<file path="src/rtl/biquad8_coeff_loader_pkg.sv">
// Shared types and constants for the biquad8 coefficient loader:
// FSM states, program-word field positions and filter register offsets.
package biquad8_loader_pkg;

    typedef enum logic [2:0] {
        S_IDLE,
        S_FETCH,
        S_LATCH,
        S_WRITE,
        S_UPD,
        S_DONE,
        S_ERR
    } state_e;

    localparam int unsigned LAST_BIT   = 31;
    localparam int unsigned OFFSET_MSB = 30;
    localparam int unsigned OFFSET_LSB = 24;
    localparam int unsigned COEFF_BITS = 18;

    localparam logic [6:0] REG_UPDATE        = 7'h00;
    localparam logic [6:0] REG_FIR           = 7'h04;
    localparam logic [6:0] REG_IIR           = 7'h08;
    localparam logic [6:0] REG_INC           = 7'h0C;
    localparam logic [6:0] REG_POLEFIR_FIRST = 7'h10;
    localparam logic [6:0] REG_POLEFIR_LAST  = 7'h1C;

    function automatic logic [31:0] pack_coeff(input logic [COEFF_BITS-1:0] c);
        return {{(32-COEFF_BITS){1'b0}}, c};
    endfunction

endpackage

</file>
<file path="src/rtl/biquad8_coeff_loader_if.sv">
// WISHBONE master-side bus bundle between the loader and the filter bank interconnect.
interface biquad8_coeff_loader_if #(
    parameter int unsigned TGT_BITS = 4
);
    logic                  wbm_cyc_o;
    logic                  wbm_stb_o;
    logic                  wbm_we_o;
    logic [TGT_BITS+6:0]   wbm_adr_o;
    logic [31:0]           wbm_dat_o;
    logic [3:0]            wbm_sel_o;
    logic                  wbm_ack_i;
    logic                  wbm_err_i;
    logic                  wbm_rty_i;

    modport master (
        output wbm_cyc_o, wbm_stb_o, wbm_we_o, wbm_adr_o, wbm_dat_o, wbm_sel_o,
        input  wbm_ack_i, wbm_err_i, wbm_rty_i
    );

    modport slave (
        input  wbm_cyc_o, wbm_stb_o, wbm_we_o, wbm_adr_o, wbm_dat_o, wbm_sel_o,
        output wbm_ack_i, wbm_err_i, wbm_rty_i
    );
endinterface

</file>
<file path="src/rtl/biquad8_coeff_loader.sv">
// Replays a coefficient program from local memory as single WISHBONE writes
// into one biquad8 slot, optionally followed by an update-trigger write.
module biquad8_coeff_loader
    import biquad8_loader_pkg::*;
#(
    parameter int unsigned TGT_BITS      = 4,
    parameter int unsigned MEM_ADDR_BITS = 8,
    parameter int unsigned TIMEOUT       = 255,
    parameter int unsigned MAX_WORDS     = 64
) (
    input  logic                     wb_clk_i,
    input  logic                     wb_rst_i,
    input  logic                     start_i,
    input  logic [TGT_BITS-1:0]      target_i,
    input  logic [MEM_ADDR_BITS-1:0] prog_base_i,
    input  logic                     do_update_i,
    output logic                     busy_o,
    output logic                     done_o,
    output logic                     err_o,
    output logic                     mem_en_o,
    output logic [MEM_ADDR_BITS-1:0] mem_addr_o,
    input  logic [31:0]              mem_dat_i,
    biquad8_coeff_loader_if.master   wbm
);

    localparam int unsigned TMO_W = $clog2(TIMEOUT + 1);
    localparam int unsigned CNT_W = $clog2(MAX_WORDS + 1);
    localparam logic [TMO_W-1:0] TMO_LAST = TMO_W'(TIMEOUT - 1);
    localparam logic [CNT_W-1:0] CNT_MAX  = CNT_W'(MAX_WORDS);

    state_e                   state_q, state_d;
    logic [TGT_BITS-1:0]      tgt_q, tgt_d;
    logic [MEM_ADDR_BITS-1:0] addr_q, addr_d;
    logic                     upd_q, upd_d;
    logic                     last_q, last_d;
    logic [4:0]               off_q, off_d;
    logic [COEFF_BITS-1:0]    coeff_q, coeff_d;
    logic [CNT_W-1:0]         cnt_q, cnt_d;
    logic [TMO_W-1:0]         tmo_q, tmo_d;
    logic                     hold_q, hold_d;
    logic                     err_q, err_d;

    logic                     cyc, stb, we;
    logic [TGT_BITS+6:0]      adr;
    logic [31:0]              dat;

    // Offset bits [1:0] and the gap between offset and coefficient are don't-care.
    logic unused_bits;
    assign unused_bits = ^{mem_dat_i[OFFSET_LSB+1:OFFSET_LSB], mem_dat_i[OFFSET_LSB-1:COEFF_BITS]};

    always_ff @(posedge wb_clk_i) begin
        if (wb_rst_i) begin
            state_q <= S_IDLE;
            tgt_q   <= '0;
            addr_q  <= '0;
            upd_q   <= 1'b0;
            last_q  <= 1'b0;
            off_q   <= '0;
            coeff_q <= '0;
            cnt_q   <= '0;
            tmo_q   <= '0;
            hold_q  <= 1'b0;
            err_q   <= 1'b0;
        end else begin
            state_q <= state_d;
            tgt_q   <= tgt_d;
            addr_q  <= addr_d;
            upd_q   <= upd_d;
            last_q  <= last_d;
            off_q   <= off_d;
            coeff_q <= coeff_d;
            cnt_q   <= cnt_d;
            tmo_q   <= tmo_d;
            hold_q  <= hold_d;
            err_q   <= err_d;
        end
    end

    always_comb begin
        state_d    = state_q;
        tgt_d      = tgt_q;
        addr_d     = addr_q;
        upd_d      = upd_q;
        last_d     = last_q;
        off_d      = off_q;
        coeff_d    = coeff_q;
        cnt_d      = cnt_q;
        tmo_d      = tmo_q;
        hold_d     = hold_q;
        err_d      = err_q;
        mem_en_o   = 1'b0;
        mem_addr_o = '0;
        done_o     = 1'b0;
        cyc        = 1'b0;
        stb        = 1'b0;
        we         = 1'b0;
        adr        = '0;
        dat        = '0;

        case (state_q)
            S_IDLE: begin
                if (start_i) begin
                    tgt_d   = target_i;
                    addr_d  = prog_base_i;
                    upd_d   = do_update_i;
                    err_d   = 1'b0;
                    cnt_d   = '0;
                    state_d = S_FETCH;
                end
            end
            S_FETCH: begin
                mem_en_o   = 1'b1;
                mem_addr_o = addr_q;
                state_d    = S_LATCH;
            end
            S_LATCH: begin
                last_d  = mem_dat_i[LAST_BIT];
                off_d   = mem_dat_i[OFFSET_MSB:OFFSET_LSB+2];
                coeff_d = mem_dat_i[COEFF_BITS-1:0];
                cnt_d   = cnt_q + 1'b1;
                tmo_d   = '0;
                hold_d  = 1'b0;
                state_d = S_WRITE;
            end
            S_WRITE, S_UPD: begin
                cyc = 1'b1;
                we  = 1'b1;
                stb = !hold_q;
                if (state_q == S_UPD) begin
                    adr = {tgt_q, REG_UPDATE};
                    dat = 32'h1;
                end else begin
                    adr = {tgt_q, off_q, 2'b00};
                    dat = pack_coeff(coeff_q);
                end
                tmo_d  = tmo_q + 1'b1;
                hold_d = 1'b0;
                // Responses are ignored during the retry gap; the timeout keeps running.
                if (!hold_q && wbm.wbm_err_i) begin
                    state_d = S_ERR;
                end else if (!hold_q && wbm.wbm_ack_i) begin
                    tmo_d = '0;
                    if (state_q == S_UPD) begin
                        state_d = S_DONE;
                    end else if (last_q) begin
                        state_d = upd_q ? S_UPD : S_DONE;
                    end else if (cnt_q == CNT_MAX) begin
                        state_d = S_ERR;
                    end else begin
                        addr_d  = addr_q + 1'b1;
                        state_d = S_FETCH;
                    end
                end else if (tmo_q == TMO_LAST) begin
                    state_d = S_ERR;
                end else if (!hold_q && wbm.wbm_rty_i) begin
                    hold_d = 1'b1;
                end
            end
            S_DONE: begin
                done_o  = 1'b1;
                state_d = S_IDLE;
            end
            S_ERR: begin
                state_d = S_IDLE;
            end
            default: begin
                state_d = S_IDLE;
            end
        endcase

        if (state_d == S_ERR) begin
            err_d = 1'b1;
        end
    end

    assign busy_o        = (state_q != S_IDLE);
    assign err_o         = err_q;
    assign wbm.wbm_cyc_o = cyc;
    assign wbm.wbm_stb_o = stb;
    assign wbm.wbm_we_o  = we;
    assign wbm.wbm_adr_o = adr;
    assign wbm.wbm_dat_o = dat;
    assign wbm.wbm_sel_o = 4'hF;

endmodule

</file>
<file path="src/flat_wrapper.sv">
// flat-port wrapper written by rule: the top's interface ports become plain ports
module biquad8_coeff_loader_flat import biquad8_loader_pkg::*;
#(
    parameter int unsigned TGT_BITS      = 4,
    parameter int unsigned MEM_ADDR_BITS = 8,
    parameter int unsigned TIMEOUT       = 255,
    parameter int unsigned MAX_WORDS     = 64
)
  (wb_clk_i, wb_rst_i, start_i, target_i, prog_base_i, do_update_i, busy_o, done_o, err_o, mem_en_o, mem_addr_o, mem_dat_i, wbm_wbm_cyc_o, wbm_wbm_stb_o, wbm_wbm_we_o, wbm_wbm_adr_o, wbm_wbm_dat_o, wbm_wbm_sel_o, wbm_wbm_ack_i, wbm_wbm_err_i, wbm_wbm_rty_i);
  biquad8_coeff_loader_if #(.TGT_BITS(TGT_BITS)) wbm_i ();
  input  logic wb_clk_i;
  input  logic wb_rst_i;
  input  logic start_i;
  input  logic [TGT_BITS-1:0] target_i;
  input  logic [MEM_ADDR_BITS-1:0] prog_base_i;
  input  logic do_update_i;
  output logic busy_o;
  output logic done_o;
  output logic err_o;
  output logic mem_en_o;
  output logic [MEM_ADDR_BITS-1:0] mem_addr_o;
  input  logic [31:0] mem_dat_i;
  output wire logic [$bits(wbm_i.wbm_cyc_o)-1:0] wbm_wbm_cyc_o;
  output wire logic [$bits(wbm_i.wbm_stb_o)-1:0] wbm_wbm_stb_o;
  output wire logic [$bits(wbm_i.wbm_we_o)-1:0] wbm_wbm_we_o;
  output wire logic [$bits(wbm_i.wbm_adr_o)-1:0] wbm_wbm_adr_o;
  output wire logic [$bits(wbm_i.wbm_dat_o)-1:0] wbm_wbm_dat_o;
  output wire logic [$bits(wbm_i.wbm_sel_o)-1:0] wbm_wbm_sel_o;
  input wire logic [$bits(wbm_i.wbm_ack_i)-1:0] wbm_wbm_ack_i;
  input wire logic [$bits(wbm_i.wbm_err_i)-1:0] wbm_wbm_err_i;
  input wire logic [$bits(wbm_i.wbm_rty_i)-1:0] wbm_wbm_rty_i;
  assign wbm_wbm_cyc_o = wbm_i.wbm_cyc_o;
  assign wbm_wbm_stb_o = wbm_i.wbm_stb_o;
  assign wbm_wbm_we_o = wbm_i.wbm_we_o;
  assign wbm_wbm_adr_o = wbm_i.wbm_adr_o;
  assign wbm_wbm_dat_o = wbm_i.wbm_dat_o;
  assign wbm_wbm_sel_o = wbm_i.wbm_sel_o;
  assign wbm_i.wbm_ack_i = wbm_wbm_ack_i;
  assign wbm_i.wbm_err_i = wbm_wbm_err_i;
  assign wbm_i.wbm_rty_i = wbm_wbm_rty_i;
  biquad8_coeff_loader #(.TGT_BITS(TGT_BITS), .MEM_ADDR_BITS(MEM_ADDR_BITS), .TIMEOUT(TIMEOUT), .MAX_WORDS(MAX_WORDS)) u_core (.wb_clk_i(wb_clk_i), .wb_rst_i(wb_rst_i), .start_i(start_i), .target_i(target_i), .prog_base_i(prog_base_i), .do_update_i(do_update_i), .busy_o(busy_o), .done_o(done_o), .err_o(err_o), .mem_en_o(mem_en_o), .mem_addr_o(mem_addr_o), .mem_dat_i(mem_dat_i), .wbm(wbm_i));
endmodule
</file>
<file path="config.mk">
export PLATFORM = sky130hd
export DESIGN_NAME = biquad8_coeff_loader_flat
export DESIGN_NICKNAME = d
export VERILOG_FILES = /design/src/rtl/biquad8_coeff_loader_pkg.sv /design/src/rtl/biquad8_coeff_loader_if.sv /design/src/rtl/biquad8_coeff_loader.sv /design/src/flat_wrapper.sv
export SDC_FILE = /design/constraint.sdc
export NUM_CORES = 1
export LEC_CHECK = 0
export CORE_ASPECT_RATIO = 0.8
export CORE_MARGIN = 2
export CORE_UTILIZATION = 35
export DETAILED_ROUTE_END_ITERATION = 8
export GPL_TIMING_DRIVEN = 0
export PLACE_DENSITY = 0.65
export SLEW_MARGIN = 15
export SYNTH_ARGS = -nofsm -noshare
export SYNTH_HDL_FRONTEND = slang
export SYNTH_SLANG_ARGS = --single-unit
</file>
<file path="constraint.sdc">
create_clock -name wb_clk_i -period 1.9 [get_ports wb_clk_i]
set_clock_uncertainty 0.05 [all_clocks]
set_input_delay 0.285 -clock wb_clk_i [delete_from_list [all_inputs] [get_ports wb_clk_i]]
set_output_delay 0.285 -clock wb_clk_i [all_outputs]
set_load 0.01 [all_outputs]
</file>
==> parameters.txt, run 1 <==
Parameter                              Value

Status
  Outcome ... finished with violations
  Violated checks ... setup timing

Timing
  Final cycle utilization of the critical path ... 1.01
  Worst hold margin ... 392 ps
  Final hold violation count ... 0
  Setup WS post-layout ... -12.4 ps
  RSZ-0062 raised after global routing ... true
  Max-slew violation count ... 0
  Setup Total Neg Slack ... -35.7 ps
  Relative max-transition margin ... 0.582
  Transition time of the tightest slew-check pin ... about 630 ps
  Achievable Freq ... 523 MHz
  Number of failing setup endpoints in the final timing report ... 5
  Post-layout min period ... 1910 ps

Clock tree
  Clock-pin slew on the worst setup and hold paths ... 60 ps
  Hold Buf Count CTS ... 0
  Clock Root Buffer ... sky130_fd_sc_hd__clkbuf_8
  Clock latency reported for the late side of the worst-skew pair ... 350 ps
  CTS tree ... done
  Number of clock sinks ... 57
  Number of buffers added by the clock tree synthesis step ... 9
  Max clock buf depth ... 2
  CTS HTree Levels ... 3

Critical path
  Required time worst endpoint ... 1560 ps
  Arrival time of the worst setup path ... roughly 1600 ps
  Maximum single-stage delay on the critical path ... 340 ps
  Count of buffer and inverter cells on the critical path ... 4
  Cell class contributing the biggest share of worst-path delay ... buffers and inverters
  Critical Path Slowest Stage Cell ... sky130_fd_sc_hd__dfxtp_2
  Kind of start point of the critical path ... register
  Critical path start-end classification ... register to output port
  Biggest fanout along the worst timing path ... 6
  Kind of capture point of the worst setup path ... output port
  Ordered list of cells on the worst path ... and3b_1, buf_6, clkbuf_16, buf_8, and2_1, buf_2

Placement
  IO Port Bufs ... 83
  Total placed cells including tap cells ... just over 600
  Final HPWL DP ... between 6000 and 7000 um
  GPL Wtd Cong ... 0.889
  Placed inst area ... roughly 4100 sq um
  Minimum setup slack after placement ... -596 ps

Floorplanning
  Count of pins on the block boundary ... 113
  Die area ... 9540 sq um
  Width of the chip ... 109 um
  Initial standard-cell utilization of the core ... 0.362
  Placeable Area ... ~8500 sq um
  Die Y ... 87.8 um
  Number of rows in the core area ... 30

Final layout
  Area occupied by multi-input gates ... 1800 sq um
  Sequential cell area ... 1140 sq um
  Post-Layout Cell Count ... roughly 650
  Filler cell count ... 806
  # nets final ... 586
  Ratio of cells with drive above 1 in the final layout ... 0.249
  Area growth from synthesis to final layout ... 47.0%
  Final Instance Area ... about 4500 sq um
  Final antenna diode count ... 0

Route
  Total iterations of the first detailed-routing run ... 4
  Ratio of routed vias to standard cells ... 4.95
  Number of nets with antenna violations after routing ... 0
  DRC violations left ... 0
  Total routed wirelength ... 8990 um
  Initial DRC Count ... 122
  Total number of vias ... between 3000 and 4000
  Post-detailed-route wirelength per cell ... 13.9 um

Power and ir drop
  Proportion of power drawn by the clock network ... 0.399
  Areal power density over the cells ... around 780 nW/um^2
  IR drop worst, VDD ... about 0.00037 V
  Power dissipated by switching net loads ... between 0.9 and 1 mW
  Cell-internal power ... roughly 2.5 mW
  Switching power share of the total ... 0.275
  Part of the total power dissipated in sequential elements ... 0.383
  Leakage power figure ... between 1.5 and 2 nW
  Combinational cell fraction of total power ... 0.218

Yosys
  Average instance area after synthesis ... 7.67 sq um
  Number of synthesized flops with an enable pin ... 0
  Synthesis warning total ... 0
  Main combinational cell family by area after synthesis ... simple AND/OR/NAND/NOR gates
  Post-synthesis share of cell area spent on and, or, nand and nor gates ... 0.319
  Multiplexer fraction of the synthesized cell area ... 0.00856
  Summed instance area of the synthesized netlist ... slightly above 3000 sq um
  Area fraction in compound gates after synthesis ... 0.181
  Cell variety after synth ... between 50 and 60
  Number of storage elements in the synthesis netlist ... 57
  Synthesized-area fraction occupied by adder cells ... 0.0204
  Primary flip-flop cell chosen by synthesis mapping ... sky130_fd_sc_hd__dfxtp_1
  Synth Instances ... 400
  Seq/Total Area, Yosys ... 0.372
  Async set-reset flop share out of synthesis ... 0
  Fraction of synthesized cell area in xor and xnor cells ... 0

Global routing
  Number of antenna violations at the first check in global routing ... 0
  Number of global-route vias before repair ... 2897
  GRT Total Usage ... 0.187
  Maximum number of pins on one net before global-route repair ... 11
  Wire length of the first global-routing pass ... 13900 um
  Total grt overflow ... 0

Hold path
  Class of the tightest hold or removal check ... input port to register

Flow run
  MaxCap Viol Count ... 0
-- layout make-up --
type	count	area share
Timing Repair Buffer	100	0.180
Tap cell	112	0.0311
Inverter	9	0.00804
Buffer	43	0.0741
Clock inverter	6	0.0233
Clock buffer	10	0.0305
Multi-Input combinational cell	310	0.399
Sequential cell	57	0.254
-- cells in the mapped netlist, drive strengths merged, types with 3 or more instances --
library cell	number	area, sq um
nor2	28	120
clkbuf	13	48.8
o21ai	8	40.0
and2	36	225
nor3b	3	27.5
a311oi	8	70.1
nand2	81	304
o22ai	3	18.8
nand4	3	25.0
buf	30	214
dfxtp	57	1140
inv	9	33.8
nand3b	4	30.0
nor3	10	50.1
nor4	3	18.8
a21oi	48	240
nand3	10	50.1
ha	5	62.6
-- metrics by stage --
step | utilization | total power [mW]
floorplan | - | 1.78
global placement | 0.484 | 2.02
detailed placement | 0.484 | 2.04
CTS | 0.531 | 3.50
global route | 0.532 | 3.69
finish | 0.532 | 3.52
-- power by group through the flow --
stage               clock [mW]  sequential [mW]  combinational (mW)
floorplan                    0             1.35               0.425
global placement             0             1.36               0.659
detailed placement           0             1.37               0.667
CTS                       1.42             1.34               0.741
global route              1.48             1.36               0.846
finish                    1.40             1.35               0.766
-- per-layer routing --
layer | GRT usage | share of wire
met5 | 0 | 0
met4 | 0.0524 | 0.018
met3 | 0.0506 | 0.074
met2 | 0.314 | 0.46
met1 | 0.239 | 0.45
-- state kept, by name, summed over array words and instances, names as in the netlist --
register	flops
u_core.coeff_q	18
u_core.err_o	1
u_core.tmo_q	8
u_core.hold_q	1
u_core.addr_q	8
u_core.tgt_q	4
u_core.last_q	1
u_core.off_q	5
u_core.upd_q	1
u_core.cnt_q	7
u_core.state_q	3
-- kinds of logic after synthesis --
logic type	Yosys count
other	2
multiplexers	2
buffers and inverters	52
AO/OA/AOI/OAI	89
adder cells (fa/ha/maj)	5
AND/OR/NAND/NOR	193
flip-flops	57
-- worst min-delay path, cell delays in order --
cell                       delay [ps]
sky130_fd_sc_hd__clkbuf_1         200
sky130_fd_sc_hd__nor2b_1          150
sky130_fd_sc_hd__o21ai_1           70
sky130_fd_sc_hd__o31ai_1           50
-- final timing paths --
path,from,to,slack (ps),cells past startpoint
max,u_core.state_q[1],wbm_wbm_adr_o[6],-10,6
min,wb_rst_i,u_core.addr_q[6],390,4
max reg2reg,u_core.state_q[0],u_core.addr_q[7],60,9
min reg2reg,u_core.coeff_q[16],u_core.coeff_q[16],400,2
-- repair_timing --
action | 4_1_cts | 5_1_grt
endpoints found under the setup margin | 46 | 64
buffers inserted | 13 | 1
pin swaps | 5 | 8
gates resized for setup | 170 | 27
cloned | 2 | 2
-- layout by cell type, fill, tap and decap left out, types with 3 or more instances in the layout --
cell | Yosys | layout
sky130_fd_sc_hd__clkbuf_1 | 13 | 10
sky130_fd_sc_hd__nor3_1 | 10 | 8
sky130_fd_sc_hd__clkbuf_2 | 0 | 11
sky130_fd_sc_hd__buf_4 | 23 | 34
sky130_fd_sc_hd__bufinv_16 | 0 | 3
sky130_fd_sc_hd__a21oi_1 | 48 | 47
sky130_fd_sc_hd__and2_1 | 36 | 32
sky130_fd_sc_hd__clkdlybuf4s50_1 | 0 | 42
sky130_fd_sc_hd__dfxtp_1 | 57 | 54
sky130_fd_sc_hd__a311oi_1 | 8 | 7
sky130_fd_sc_hd__inv_1 | 8 | 8
sky130_fd_sc_hd__buf_2 | 6 | 26
sky130_fd_sc_hd__buf_8 | 0 | 3
sky130_fd_sc_hd__nor2_4 | 1 | 4
sky130_fd_sc_hd__nand3b_1 | 4 | 4
sky130_fd_sc_hd__o21ai_0 | 3 | 3
sky130_fd_sc_hd__dfxtp_2 | 0 | 3
sky130_fd_sc_hd__and2_4 | 0 | 4
sky130_fd_sc_hd__clkbuf_8 | 0 | 12
sky130_fd_sc_hd__dlygate4sd2_1 | 0 | 3
sky130_fd_sc_hd__buf_6 | 1 | 10
sky130_fd_sc_hd__nor2_1 | 24 | 23
sky130_fd_sc_hd__ha_1 | 5 | 5
sky130_fd_sc_hd__o22ai_1 | 3 | 3
sky130_fd_sc_hd__conb_1 | 2 | 20
sky130_fd_sc_hd__nand3_1 | 10 | 10
sky130_fd_sc_hd__clkinv_2 | 0 | 3
sky130_fd_sc_hd__nand2_1 | 81 | 81
sky130_fd_sc_hd__o21ai_1 | 5 | 5
(Power assumes the default switching activity.)
==> run 2, diff against run 1 <==
--- a/config.mk
+++ b/config.mk
@@ -6,7 +6,7 @@
 export NUM_CORES = 1
 export LEC_CHECK = 0
 export CORE_ASPECT_RATIO = 0.8
-export CORE_MARGIN = 2
+export CORE_MARGIN = 1.5
 export CORE_UTILIZATION = 35
 export DETAILED_ROUTE_END_ITERATION = 8
 export GPL_TIMING_DRIVEN = 0
==> parameters.txt, run 2 (synthesis gave the netlist of run 1 again) <==
Parameter                              Value

Global routing
  Number of antenna violations at the first check in global routing ... 0
  GRT Total Usage ... 0.188
  Total grt overflow ... 0
  Maximum number of pins on one net before global-route repair ... 11
  Number of global-route vias before repair ... 2878
  Wire length of the first global-routing pass ... 13800 um

Power and ir drop
  Power dissipated by switching net loads ... roughly 0.92 mW
  Leakage power figure ... 1.85 nW
  Proportion of power drawn by the clock network ... 0.324
  Part of the total power dissipated in sequential elements ... 0.437
  Cell-internal power ... 2.17 mW
  Switching power share of the total ... 0.298
  IR drop worst, VDD ... between 0.0002 and 0.0003 V
  Combinational cell fraction of total power ... 0.239
  Areal power density over the cells ... 696 nW/um^2

Final layout
  Ratio of cells with drive above 1 in the final layout ... 0.250
  Leading registers by flop count ... u_core.coeff_q (18), u_core.addr_q (8), u_core.tmo_q (8)
  Top reg by flops ... u_core.coeff_q
  Most common library cell in the layout ignoring fill and taps ... sky130_fd_sc_hd__nand2_1
  Number of flip-flops under the largest register name ... 18
  Area growth from synthesis to final layout ... 44.7%
  # nets final ... 579
  Final Instance Area ... 4440 sq um
  Leading cell types in the layout, fill and taps excluded ... sky130_fd_sc_hd__nand2_1 (81), sky130_fd_sc_hd__dfxtp_1 (53), sky130_fd_sc_hd__a21oi_1 (47)
  Filler cell count ... 829
  Final antenna diode count ... 0

Timing
  Number of failing setup endpoints in the final timing report ... 1
  Relative max-transition margin ... 0.613
  Max-slew violation count ... 0
  RSZ-0062 raised after global routing ... true
  Setup WS post-layout ... -17.6 ps
  Final hold violation count ... 0
  Setup Total Neg Slack ... -17.6 ps
  Final cycle utilization of the critical path ... 1.01
  Achievable Freq ... 521 MHz
  Transition time of the tightest slew-check pin ... 581 ps
  Post-layout min period ... 1920 ps

Route
  Total number of vias ... 3154
  Post-detailed-route wirelength per cell ... between 10 and 15 um
  Initial DRC Count ... 84
  Total iterations of the first detailed-routing run ... 4
  Ratio of routed vias to standard cells ... 4.93
  Number of nets with antenna violations after routing ... 0
  DRC violations left ... 0
  Total routed wirelength ... around 8700 um

Critical path
  Depth of the worst register-to-register path ... 7
  Required time worst endpoint ... approximately 1600 ps
  Critical path start-end classification ... register to output port
  Biggest fanout along the worst timing path ... 10
  Kind of start point of the critical path ... register
  Register-to-register path setup slack ... 70 ps
  Kind of capture point of the worst setup path ... output port
  Arrival time of the worst setup path ... approximately 1600 ps
  Worst flop-to-flop path startpoint ... u_core.state_q[1]
  Capture point of the worst reg-to-reg path ... u_core.cnt_q[5]

Placement
  IO Port Bufs ... 83
  GPL Wtd Cong ... 0.875
  Final HPWL DP ... 6330 um
  Placed inst area ... 4110 sq um

Clock tree
  Hold Buf Count CTS ... 0
  Clock Root Buffer ... sky130_fd_sc_hd__clkbuf_8
  Clock-pin slew on the worst setup and hold paths ... 60 ps
  Number of clock sinks ... 57
  Max clock buf depth ... 2
  Number of buffers added by the clock tree synthesis step ... 9
  Clock latency reported for the late side of the worst-skew pair ... 340 ps
  CTS tree ... done
  CTS HTree Levels ... 3

Floorplanning
  Placeable Area ... 8480 sq um
  Count of pins on the block boundary ... approximately 110
  Die area ... 9340 sq um
  Number of rows in the core area ... 30
  Initial standard-cell utilization of the core ... 0.362
  Width of the chip ... 108 um
  Die Y ... 86.8 um

Status
  Outcome ... finished with violations
  Violated checks ... setup timing

Hold path
  Endpoint with the worst hold slack ... u_core.coeff_q[11]
  Instance count along the most critical hold path ... 2
  Worst Min Path Start ... u_core.coeff_q[11]
  Class of the tightest hold or removal check ... register to register

Flow run
  MaxCap Viol Count ... 0
-- run 2: cell types whose count changed in the layout (fill, tap and decap cells not counted), sizes merged --
| cell | change |
|---|---|
| nor2 | -1 |
| bufinv | -3 |
| dlymetal6s2s | +1 |
| buf | -6 |
| dlygate4sd2 | +1 |
| clkbuf | +3 |
| clkdlybuf4s15 | -1 |
| clkdlybuf4s50 | -1 |
-- run 2: worst max path at each step --
stage                       endpoint               from
CTS                    wbm_wbm_stb_o  u_core.state_q[1]
finish                 wbm_wbm_stb_o  u_core.state_q[0]
global placement    wbm_wbm_dat_o[1]  u_core.state_q[0]
floorplan              mem_addr_o[0]  u_core.state_q[0]
detailed placement  wbm_wbm_adr_o[5]  u_core.state_q[1]
global route           wbm_wbm_stb_o  u_core.state_q[0]
-- run 2: timing repair --
action / 4_1_cts / 5_1_grt
resized for setup: 164 / 46
setup buffers: 11 / 2
pin swaps: 9 / 10
endpoints found under the setup margin: 48 / 61
gates cloned: 1 / 0
-- run 2: per-stage QoR --
stage	setup slack, ps	hold slack (ps)	power [mW]	instances	util
after floorplan	195	371	1.78	418	-
after global routing	-87.3	417	3.25	640	0.524
after global placement	-563	387	2.02	613	0.484
after detailed placement	-583	393	2.04	613	0.484
after CTS	-134	371	3.11	641	0.520
final	-17.6	399	3.09	640	0.524
-- run 2: final cells by class --
cell class | count | area [sq um] | share of cell area
Buffer | 42 | 327 | 0.0735
Clock buffer | 13 | 159 | 0.0358
Sequential cell | 57 | 1150 | 0.259
Inverter | 9 | 36.3 | 0.00817
Clock inverter | 3 | 15.0 | 0.00338
Multi-Input combinational cell | 309 | 1790 | 0.404
Timing Repair Buffer | 95 | 823 | 0.185
Tap cell | 112 | 140 | 0.0315
-- run 2: metal layers --
| layer | up-vias | part of all wire | GRT usage |
|---|---|---|---|
| met5 | - | 0 | 0 |
| met1 | 1465 | 0.44 | 0.236 |
| met2 | 91 | 0.48 | 0.318 |
| met3 | 13 | 0.063 | 0.0466 |
| li1 | 1585 | - | - |
| met4 | 0 | 0.021 | 0.0634 |
-- run 2: critical path, stage by stage, from the launching register on --
cell                      delay, ps
sky130_fd_sc_hd__dfxtp_4        360
sky130_fd_sc_hd__and3b_1        170
sky130_fd_sc_hd__buf_6          130
sky130_fd_sc_hd__nor2_4         130
sky130_fd_sc_hd__buf_6          130
sky130_fd_sc_hd__buf_6          130
sky130_fd_sc_hd__nor2_2          50
sky130_fd_sc_hd__buf_2          150
-- run 2: power by group through the flow --
stage,registers (mW),logic [mW],clock network [mW]
3_5_place_dp,1.37,0.674,0
3_3_place_gp,1.36,0.659,0
6_report,1.35,0.739,1.00
4_1_cts,1.35,0.729,1.03
5_1_grt,1.36,0.814,1.07
2_1_floorplan,1.35,0.425,0
